===== config.mk =====
export PLATFORM = sky130hd
export DESIGN_NAME = ssd_scan_ctrl_flat
export DESIGN_NICKNAME = d
export VERILOG_FILES = /design/src/rtl/ssd_scan_ctrl_if.sv /design/src/rtl/ssd_scan_ctrl.sv /design/src/flat_wrapper.sv
export SDC_FILE = /design/constraint.sdc
export NUM_CORES = 1
export LEC_CHECK = 0
export CAP_MARGIN = 20
export CORE_MARGIN = 5
export CORE_UTILIZATION = 30
export CTS_CLUSTER_DIAMETER = 150
export DETAILED_ROUTE_END_ITERATION = 10
export PLACE_DENSITY = 0.48
export SLEW_MARGIN = 0
export SYNTH_ARGS = -nofsm -noshare
export SYNTH_HDL_FRONTEND = slang
export SYNTH_SLANG_ARGS = --single-unit

===== constraint.sdc =====
create_clock -name clk -period 7.6 [get_ports clk]
set_input_delay 1.9 -clock clk [delete_from_list [all_inputs] [get_ports clk]]
set_output_delay 1.9 -clock clk [all_outputs]
set_load 0.02 [all_outputs]

===== src/rtl/ssd_scan_ctrl_if.sv =====
// Display-side bundle of the seven-segment scan controller: frame data and
// control in from the datapath, decoder nibble and pin drives out.
interface ssd_scan_ctrl_if #(
    parameter int NUM_DIGITS = 4
);
    logic [4*NUM_DIGITS-1:0] value;
    logic [NUM_DIGITS-1:0]   dp_in;
    logic [NUM_DIGITS-1:0]   digit_en;
    logic                    lz_en;
    logic                    load;
    logic [3:0]              dig;
    logic [NUM_DIGITS-1:0]   anode;
    logic                    dp;
    logic                    frame_start;

    modport master (
        output value, dp_in, digit_en, lz_en, load,
        input  dig, anode, dp, frame_start
    );

    modport slave (
        input  value, dp_in, digit_en, lz_en, load,
        output dig, anode, dp, frame_start
    );
endinterface


===== src/rtl/ssd_scan_ctrl.sv =====
// Time-multiplexed scan controller for a common-anode seven-segment display,
// with per-slot ghosting guard and frame-aligned double buffering.
module ssd_scan_ctrl #(
    parameter int NUM_DIGITS   = 4,
    parameter int REFRESH_DIV  = 100000,
    parameter int GUARD_CYCLES = 1000
) (
    input logic          clk,
    input logic          rst_n,
    ssd_scan_ctrl_if.slave bus
);
    localparam int CW = $clog2(REFRESH_DIV);
    localparam int IW = $clog2(NUM_DIGITS);
    localparam int VW = 4 * NUM_DIGITS;
    localparam logic [CW-1:0] CNT_MAX   = CW'(REFRESH_DIV - 1);
    localparam logic [CW-1:0] CNT_GUARD = CW'(GUARD_CYCLES);
    localparam logic [IW-1:0] IDX_MAX   = IW'(NUM_DIGITS - 1);

    localparam logic [0:0] GUARD = 1'b0;
    localparam logic [0:0] DRIVE = 1'b1;

    logic [CW-1:0]         cnt, cnt_n;
    logic [IW-1:0]         idx, idx_n;
    logic [0:0]            state, state_n;
    logic [VW-1:0]         stage_val, stage_val_n, shadow_val, shadow_val_n;
    logic [NUM_DIGITS-1:0] stage_dp, stage_dp_n, shadow_dp, shadow_dp_n;
    logic                  pending, pending_n;
    logic                  wrap_slot, wrap_frame;

    logic [3:0]            dig_q, dig_n;
    logic [NUM_DIGITS-1:0] anode_q, anode_n;
    logic                  dp_q, dp_n;
    logic                  frame_start_q;
    logic                  zero_above, blank;

    always_comb begin
        wrap_slot  = (cnt == CNT_MAX);
        wrap_frame = wrap_slot && (idx == IDX_MAX);
        cnt_n      = wrap_slot ? '0 : cnt + CW'(1);
        idx_n      = idx;
        if (wrap_slot)
            idx_n = (idx == IDX_MAX) ? '0 : idx + IW'(1);
        state_n = state;
        if (wrap_slot)
            state_n = GUARD;
        else if (cnt_n == CNT_GUARD)
            state_n = DRIVE;

        stage_val_n  = stage_val;
        stage_dp_n   = stage_dp;
        shadow_val_n = shadow_val;
        shadow_dp_n  = shadow_dp;
        pending_n    = pending;
        if (bus.load) begin
            stage_val_n = bus.value;
            stage_dp_n  = bus.dp_in;
            pending_n   = 1'b1;
        end
        // A load coinciding with the wrap bypasses staging straight to the shadow.
        if (wrap_frame) begin
            if (bus.load) begin
                shadow_val_n = bus.value;
                shadow_dp_n  = bus.dp_in;
                pending_n    = 1'b0;
            end else if (pending) begin
                shadow_val_n = stage_val;
                shadow_dp_n  = stage_dp;
                pending_n    = 1'b0;
            end
        end
    end

    // Outputs are computed from next-state values so the registered pins line
    // up with the registered cnt/idx in the same cycle.
    always_comb begin
        zero_above = 1'b1;
        for (int unsigned i = 0; i < NUM_DIGITS; i++) begin
            if (i >= 32'(idx_n) && shadow_val_n[4*i +: 4] != 4'h0)
                zero_above = 1'b0;
        end
        blank   = !bus.digit_en[idx_n] || (bus.lz_en && (idx_n != '0) && zero_above);
        anode_n = '1;
        if (state_n == DRIVE && !blank)
            anode_n[idx_n] = 1'b0;
        dp_n  = (state_n == DRIVE) && !blank && shadow_dp_n[idx_n];
        dig_n = shadow_val_n[4*idx_n +: 4];
    end

    always_ff @(posedge clk) begin
        if (!rst_n) begin
            cnt           <= '0;
            idx           <= '0;
            state         <= GUARD;
            stage_val     <= '0;
            stage_dp      <= '0;
            shadow_val    <= '0;
            shadow_dp     <= '0;
            pending       <= 1'b0;
            dig_q         <= '0;
            anode_q       <= '1;
            dp_q          <= 1'b0;
            frame_start_q <= 1'b0;
        end else begin
            cnt           <= cnt_n;
            idx           <= idx_n;
            state         <= state_n;
            stage_val     <= stage_val_n;
            stage_dp      <= stage_dp_n;
            shadow_val    <= shadow_val_n;
            shadow_dp     <= shadow_dp_n;
            pending       <= pending_n;
            dig_q         <= dig_n;
            anode_q       <= anode_n;
            dp_q          <= dp_n;
            frame_start_q <= wrap_frame;
        end
    end

    assign bus.dig         = dig_q;
    assign bus.anode       = anode_q;
    assign bus.dp          = dp_q;
    assign bus.frame_start = frame_start_q;
endmodule


===== src/flat_wrapper.sv =====
// flat-port wrapper written by rule: the top's interface ports become plain ports
module ssd_scan_ctrl_flat 
#(
    parameter int NUM_DIGITS   = 4,
    parameter int REFRESH_DIV  = 100000,
    parameter int GUARD_CYCLES = 1000
)
  (clk, rst_n, bus_value, bus_dp_in, bus_digit_en, bus_lz_en, bus_load, bus_dig, bus_anode, bus_dp, bus_frame_start);
  ssd_scan_ctrl_if #(.NUM_DIGITS(NUM_DIGITS)) bus_i ();
  input logic clk;
  input logic rst_n;
  input wire logic [$bits(bus_i.value)-1:0] bus_value;
  input wire logic [$bits(bus_i.dp_in)-1:0] bus_dp_in;
  input wire logic [$bits(bus_i.digit_en)-1:0] bus_digit_en;
  input wire logic [$bits(bus_i.lz_en)-1:0] bus_lz_en;
  input wire logic [$bits(bus_i.load)-1:0] bus_load;
  output wire logic [$bits(bus_i.dig)-1:0] bus_dig;
  output wire logic [$bits(bus_i.anode)-1:0] bus_anode;
  output wire logic [$bits(bus_i.dp)-1:0] bus_dp;
  output wire logic [$bits(bus_i.frame_start)-1:0] bus_frame_start;
  assign bus_i.value = bus_value;
  assign bus_i.dp_in = bus_dp_in;
  assign bus_i.digit_en = bus_digit_en;
  assign bus_i.lz_en = bus_lz_en;
  assign bus_i.load = bus_load;
  assign bus_dig = bus_i.dig;
  assign bus_anode = bus_i.anode;
  assign bus_dp = bus_i.dp;
  assign bus_frame_start = bus_i.frame_start;
  ssd_scan_ctrl #(.NUM_DIGITS(NUM_DIGITS), .REFRESH_DIV(REFRESH_DIV), .GUARD_CYCLES(GUARD_CYCLES)) u_core (.clk(clk), .rst_n(rst_n), .bus(bus_i));
endmodule

==> flow_metrics.py, run 1 <==
metrics = {
    "placed_design": {
        "dp_cells": 561,
        "dp_hpwl_um": 6874,
        "gp_congestion": 0.8091,
        "port_buffers": 37,
    },
    "clock_network": {
        "worstSkewPairLatency_ns": 0.34,
        "cts_tree": "done",
        "holdBufCountCts": 0,
        "cts_buffers": 9,
        "clock_path_buffers": 2,
        "path_clk_slew_ns": 0.06,
        "cts_resized": 0,
        "cts_sinks": 71,
        "h-tree-depth": 3,
        "post-cts-setup-buffers": 0,
        "cts_root_buf": "clkbuf_16",
    },
    "pwr": {
        "totalPowerFinal_uw": 881.7,
        "vdd_drop_max_v": 0.0001225,
        "power.density_nw_per_um2": 207.1,
        "leakagePower_uw": 0.001598,
    },
    "routing": {
        "drt_iter0_markers": 220,
        "vias_per_cell": 5.402,
        "ant_nets": 0,
        "via_count": 3117,
        "drcViolationCount": 0,
        "routed_wl_um": 9799,
        "firstDrtPassIters": 4,
        "routedWlPerCell_um": 16.98,
    },
    "sta": {
        "whs_ns": 0.4778,
        "max_clock_freq_mhz": 236.8,
        "worst_slew_pin_slew_ns": 1.076,
        "clock_skew_ns": 0.007711,
        "setup_viol": 0,
        "min_period_ns": 4.223,
        "final-max-slew-violation-count": 0,
        "period_share": 0.5556,
        "hold_viol": 0,
        "slew_headroom": 0.2771,
        "tns_ns": 0,
        "rsz0062_at_grt": "false",
    },
    "finish": {
        "fin_nets": 459,
        "final_cell_mix": "83 x nor2_1, 71 x dfxtp_1, 36 x clkdlybuf4s50_1",
        "fin_util": 0.3712,
        "antenna-diode-count": 0,
        "final_cell_count_no_fill": 577,
        "areaGrowthSynthToFinish_pct": 20.68,
        "drive_gt1_frac": 0.07373,
        "layout_commonest_cell": "nor2_1",
    },
    "grt": {
        "top_usage_layer": "met1",
        "grt_use_total": 0.1441,
        "grtUsageMet3": 0.03486,
        "grt_max_degree": 28,
        "grt_remaining_overflow": 0,
        "grtUsageMet2": 0.2053,
        "grt_pass1_wl_um": 16440,
        "use_met1": 0.2116,
        "antenna_found_initial": 0,
        "grt_pass1_vias": 3051,
    },
    "logic_synthesis": {
        "yosys_warnings": 0,
        "synth.avg_cell_area_um2": 8.624,
        "synthesis.area_um2": 3527,
        "netlist_instances": 409,
        "syn-num-nets": 439,
        "ys.flop_type": "dfxtp_1",
        "synthArstFlopShare": 0,
        "synth_edf_count": 0,
        "synth-seq-area-share": 0.4030,
        "yosysUniqueCellTypes": 59,
        "ys_ff_latch": 71,
    },
    "critical_path": {
        "cp_max_fo": 24,
        "worstSetupPathType": "primary input to register",
        "worst_setup_path_end_kind": "register",
        "crit_arrival_ns": 4.45,
        "cp.required_ns": 7.83,
        "startpoint_type": "primary input",
    },
    "floorplanning": {
        "core_area_um2": 11470,
        "ios": 38,
        "dieArea_um2": 14030,
        "die_x_um": 118.4,
        "rows": 39,
        "die_y_um": 118.4,
        "start_util": 0.3076,
    },
    "hold_path": {
        "hold_class": "register to register",
    },
    "run": {
        "maxCapViolations": 0,
    },
    "run_status": {
        "status": "completed",
    },
}
through the flow:
step | cell area (µm²) | worst slack [ns]
after detailed placement | 3949 | 3.046
after global placement | 3949 | 3.120
after global routing | 4257 | 3.246
final | 4257 | 3.377
after floorplan | 3527 | 4.001
after CTS | 4257 | 3.401
sequential cells by signal (all words and copies together), names as in the netlist:
name	count
u_core.bus.anode	4
u_core.bus.dig	4
u_core.bus.dp	1
u_core.bus.frame_start	1
u_core.cnt	17
u_core.idx	2
u_core.pending	1
u_core.shadow_dp	4
u_core.shadow_val	16
u_core.stage_dp	4
u_core.stage_val	16
u_core.state	1
critical path: stages:
cell and delay (ns):
buf_2 0.27, buf_4 0.41, inv_1 0.29, or4_1 0.58
nor4_1 0.16, a2111oi_0 0.11, or4_4 0.46, o211a_1 0.24
final timing paths:
path | startpoint | endpoint | cells after the start | slack, ns
worst max register to register | u_core.cnt[15] | u_core.bus.dp | 7 | 4.21
worst max-delay path | bus_load | u_core.bus.dp | 8 | 3.38
worst min register to register | u_core.cnt[0] | u_core.cnt[0] | 1 | 0.48
worst min-delay path | u_core.cnt[0] | u_core.cnt[0] | 1 | 0.48
synthesized netlist by cell type (4+ instances only):
| cell | n | area [µm²] |
|---|---|---|
| nor2_1 | 83 | 311.6 |
| dfxtp_1 | 71 | 1421 |
| mux2i_1 | 21 | 210.2 |
| nand2_1 | 19 | 71.32 |
| clkbuf_1 | 18 | 67.56 |
| o22ai_1 | 17 | 106.4 |
| nor3_1 | 16 | 80.08 |
| nand3_1 | 12 | 60.06 |
| a31oi_1 | 11 | 68.82 |
| and3_1 | 8 | 50.05 |
| buf_2 | 8 | 40.04 |
| o21ai_0 | 8 | 40.04 |
| o221ai_1 | 8 | 70.07 |
| inv_1 | 7 | 26.28 |
| xnor2_1 | 7 | 61.31 |
| and2_1 | 6 | 37.54 |
| nand4_1 | 6 | 37.54 |
| o22a_1 | 6 | 52.55 |
| xor2_1 | 6 | 52.55 |
| a21oi_1 | 5 | 25.02 |
| a211oi_1 | 4 | 30.03 |
| or4_1 | 4 | 30.03 |
layout make-up:
class,instances,area (µm²)
clock inverter,6,68.82
fill,1171,7211
clock buffer,10,239.0
timing repair buffer,40,387.9
inverter,7,26.28
sequential,71,1421
tap,143,178.9
multi-input combinational,300,1934
cells by family after synthesis:
| family | after synthesis | synth area share |
|---|---|---|
| AOI/OAI and AO/OA | 82 | 0.1713 |
| xor gates and xnor gates | 13 | 0.03228 |
| adders and majority gates | 2 | 0.007094 |
| buffers and inverters | 38 | 0.04860 |
| DFF | 71 | 0.4030 |
| muxes | 26 | 0.08478 |
| and+or+nand+nor | 177 | 0.2529 |
power breakdown:
group          internal (µW)  total [µW]  switching, µW
Clock                    265         433            168
Sequential               381         390           8.96
Combinational           29.4        59.4           29.9
Total                    675         882            207
per-layer routing:
metal  routed length, µm  part of all wire
met1                4947              0.50
met3                 540             0.055
met4                 123             0.013
met5                   0                 0
met2                4188              0.43
Power figures use the tool's default switching activity.
==> run 2, diff against run 1 <==
--- a/config.mk
+++ b/config.mk
@@ -10,7 +10,7 @@
 export CORE_UTILIZATION = 30
 export CTS_CLUSTER_DIAMETER = 150
 export DETAILED_ROUTE_END_ITERATION = 10
-export PLACE_DENSITY = 0.48
+export PLACE_DENSITY = 0.49
 export SLEW_MARGIN = 0
 export SYNTH_ARGS = -nofsm -noshare
 export SYNTH_HDL_FRONTEND = slang
==> constraint.sdc (replaced) <==
create_clock -name clk -period 3.6 [get_ports clk]
set_input_delay 0.9 -clock clk [delete_from_list [all_inputs] [get_ports clk]]
set_output_delay 0.9 -clock clk [all_outputs]
set_load 0.02 [all_outputs]
==> run 2 against run 1 <==
Flip-flop and latch count stayed put. Setup slack worse by 2.7 ns. Final cell count up 1.6%. Via count decreased by 0.16%. Core utilization is 0.93 points higher. Critical endpoint unchanged. Sequential power increased by 110%. Highest routed layer unchanged. Combinational power rose by 120%. Final area up 2.5%.
==> flow_metrics.py, run 2 (synthesized netlist as in run 1, its figures left out) <==
metrics = {
    "sta": {
        "tns_ns": 0,
        "worst_slew_pin_slew_ns": 0.7896,
        "rsz0062_at_grt": "false",
        "setup_ws_ns": 0.7101,
        "min_period_ns": 2.890,
        "hold_viol": 0,
        "clock_skew_ns": 0.007845,
        "max_clock_freq_mhz": 346.0,
        "setup_viol": 0,
        "slew_headroom": 0.4729,
        "final-max-slew-violation-count": 0,
        "period_share": 0.8028,
    },
    "critical_path": {
        "cp_max_fo": 13,
        "r2r_start": "u_core.cnt[15]",
        "worstRegToRegCells": 7,
        "worst_setup_path_end_kind": "register",
        "startpoint_type": "register",
        "cpMaxStageDelayCell": "or4_4",
        "crit_arrival_ns": 3.12,
        "crit_chain": "and4bb_1 > and4_1 > nand4_2 > o22ai_1 > a21oi_1 > or4_4 > o211a_1",
        "rrSetupSlack_ns": 0.71,
        "rr_endpoint": "u_core.bus.dp",
        "worstSetupPathType": "register to register",
        "critPathMaxStageDelay_ns": 0.56,
        "cp.required_ns": 3.83,
    },
    "floorplanning": {
        "rows": 39,
        "dieArea_um2": 14030,
        "die_y_um": 118.4,
        "die_x_um": 118.4,
        "ios": 38,
        "core_area_um2": 11470,
        "start_util": 0.3076,
    },
    "routing": {
        "routed_wl_um": 9571,
        "firstDrtPassIters": 4,
        "vias_per_cell": 5.311,
        "drt_iter0_markers": 204,
        "via_count": 3112,
        "drcViolationCount": 0,
        "ant_nets": 0,
        "routedWlPerCell_um": 16.33,
    },
    "run": {
        "maxCapViolations": 0,
    },
    "grt": {
        "grt_use_total": 0.1446,
        "antenna_found_initial": 0,
        "grt_pass1_wl_um": 16480,
        "grt_pass1_vias": 3147,
        "grt_remaining_overflow": 0,
        "grt_max_degree": 34,
    },
    "pwr": {
        "leakagePower_uw": 0.001661,
        "internal-power_uw": 1548,
        "switching_power_uw": 431.4,
        "power_frac_clock": 0.519,
        "combPwrFrac": 0.065,
        "vdd_drop_max_v": 0.0002458,
        "seq_power_share": 0.415,
        "switching_share": 0.2180,
        "power.density_nw_per_um2": 453.6,
    },
    "hold_path": {
        "whs_path_depth": 1,
        "min_from": "u_core.cnt[0]",
        "hold_class": "register to register",
        "min_to": "u_core.cnt[0]",
    },
    "finish": {
        "areaGrowthSynthToFinish_pct": 23.70,
        "layout_commonest_cell": "nor2_1",
        "top_register": "u_core.cnt",
        "antenna-diode-count": 0,
        "final_cell_count_no_fill": 586,
        "fin_util": 0.3805,
        "fin_nets": 468,
        "reg_top3": "u_core.cnt x17, u_core.shadow_val x16, u_core.stage_val x16",
        "n_fill_cell": 1160,
        "final_cell_area_um2": 4363,
        "drive_gt1_frac": 0.09255,
        "largest_reg_flops": 17,
        "final_cell_mix": "83 x nor2_1, 71 x dfxtp_1, 36 x clkdlybuf4s50_1",
    },
    "clock_network": {
        "cts_root_buf": "clkbuf_16",
        "path_clk_slew_ns": 0.06,
        "clock_path_buffers": 2,
        "cts_tree": "done",
        "worstSkewPairLatency_ns": 0.34,
        "post-cts-setup-buffers": 0,
        "cts_buffers": 9,
        "cts_resized": 0,
        "h-tree-depth": 3,
        "cts_sinks": 71,
        "holdBufCountCts": 0,
    },
    "placed_design": {
        "pre_cts_ws_ns": 0.5663,
        "dp_hpwl_um": 6958,
        "port_buffers": 37,
        "dp_cells": 570,
        "dpl_cell_area_um2": 4016,
        "gp_congestion": 0.8009,
    },
    "run_status": {
        "status": "completed",
    },
}
run 2: cell types whose count changed in the layout (fill, tap and decap cells not counted), sizes merged:
cell	delta
buf	+9
clkinvlp	-1
clkbuf	-1
inv	-1
clkinv	+1
bufinv	+2
run 2: final cells by class:
cell class | instances | area, µm² | share of cell area
clock buffer | 9 | 225.2 | 0.05162
multi-input combinational | 300 | 1934 | 0.4434
sequential | 71 | 1421 | 0.3258
clock inverter | 7 | 121.4 | 0.02782
tap | 143 | 178.9 | 0.04101
timing repair buffer | 49 | 455.4 | 0.1044
inverter | 7 | 26.28 | 0.006022
run 2: critical path, delay by kind of cell, from the launching register on:
kind / cells / cell delay, ns
compound gates: 3 / 0.58
simple gates: 4 / 1.72
flops: 1 / 0.47
run 2: through the flow:
step	hold slack, ns	total power [µW]
final	0.4756	1979
after global routing	0.5347	2054
after detailed placement	0.4670	969.0
after CTS	0.4801	2007
after floorplan	0.4368	909.2
after global placement	0.4550	969.6
run 2: worst max path at each step:
stage | start | end
after floorplan | u_core.cnt[0] | u_core.bus.dp
final | u_core.cnt[15] | u_core.bus.dp
after global routing | u_core.cnt[1] | u_core.bus.anode[1]
after detailed placement | bus_load | u_core.bus.dp
after global placement | bus_load | u_core.bus.dp
after CTS | u_core.cnt[15] | u_core.bus.dp
run 2: metal layers:
metal	up-vias	track usage	wire length [µm]
met5	-	0	0
met4	0	0.05457	133
met3	9	0.03773	477
met2	85	0.2082	4043
met1	1457	0.2070	4916
li1	1561	-	-
run 2: power groups by stage:
stage               combinational [µW]  clock, µW  sequential, µW
floorplan                         79.8          0             829
global placement                   131          0             839
detailed placement                 130          0             839
CTS                                130       1050             822
global route                       145       1080             825
finish                             129       1030             822
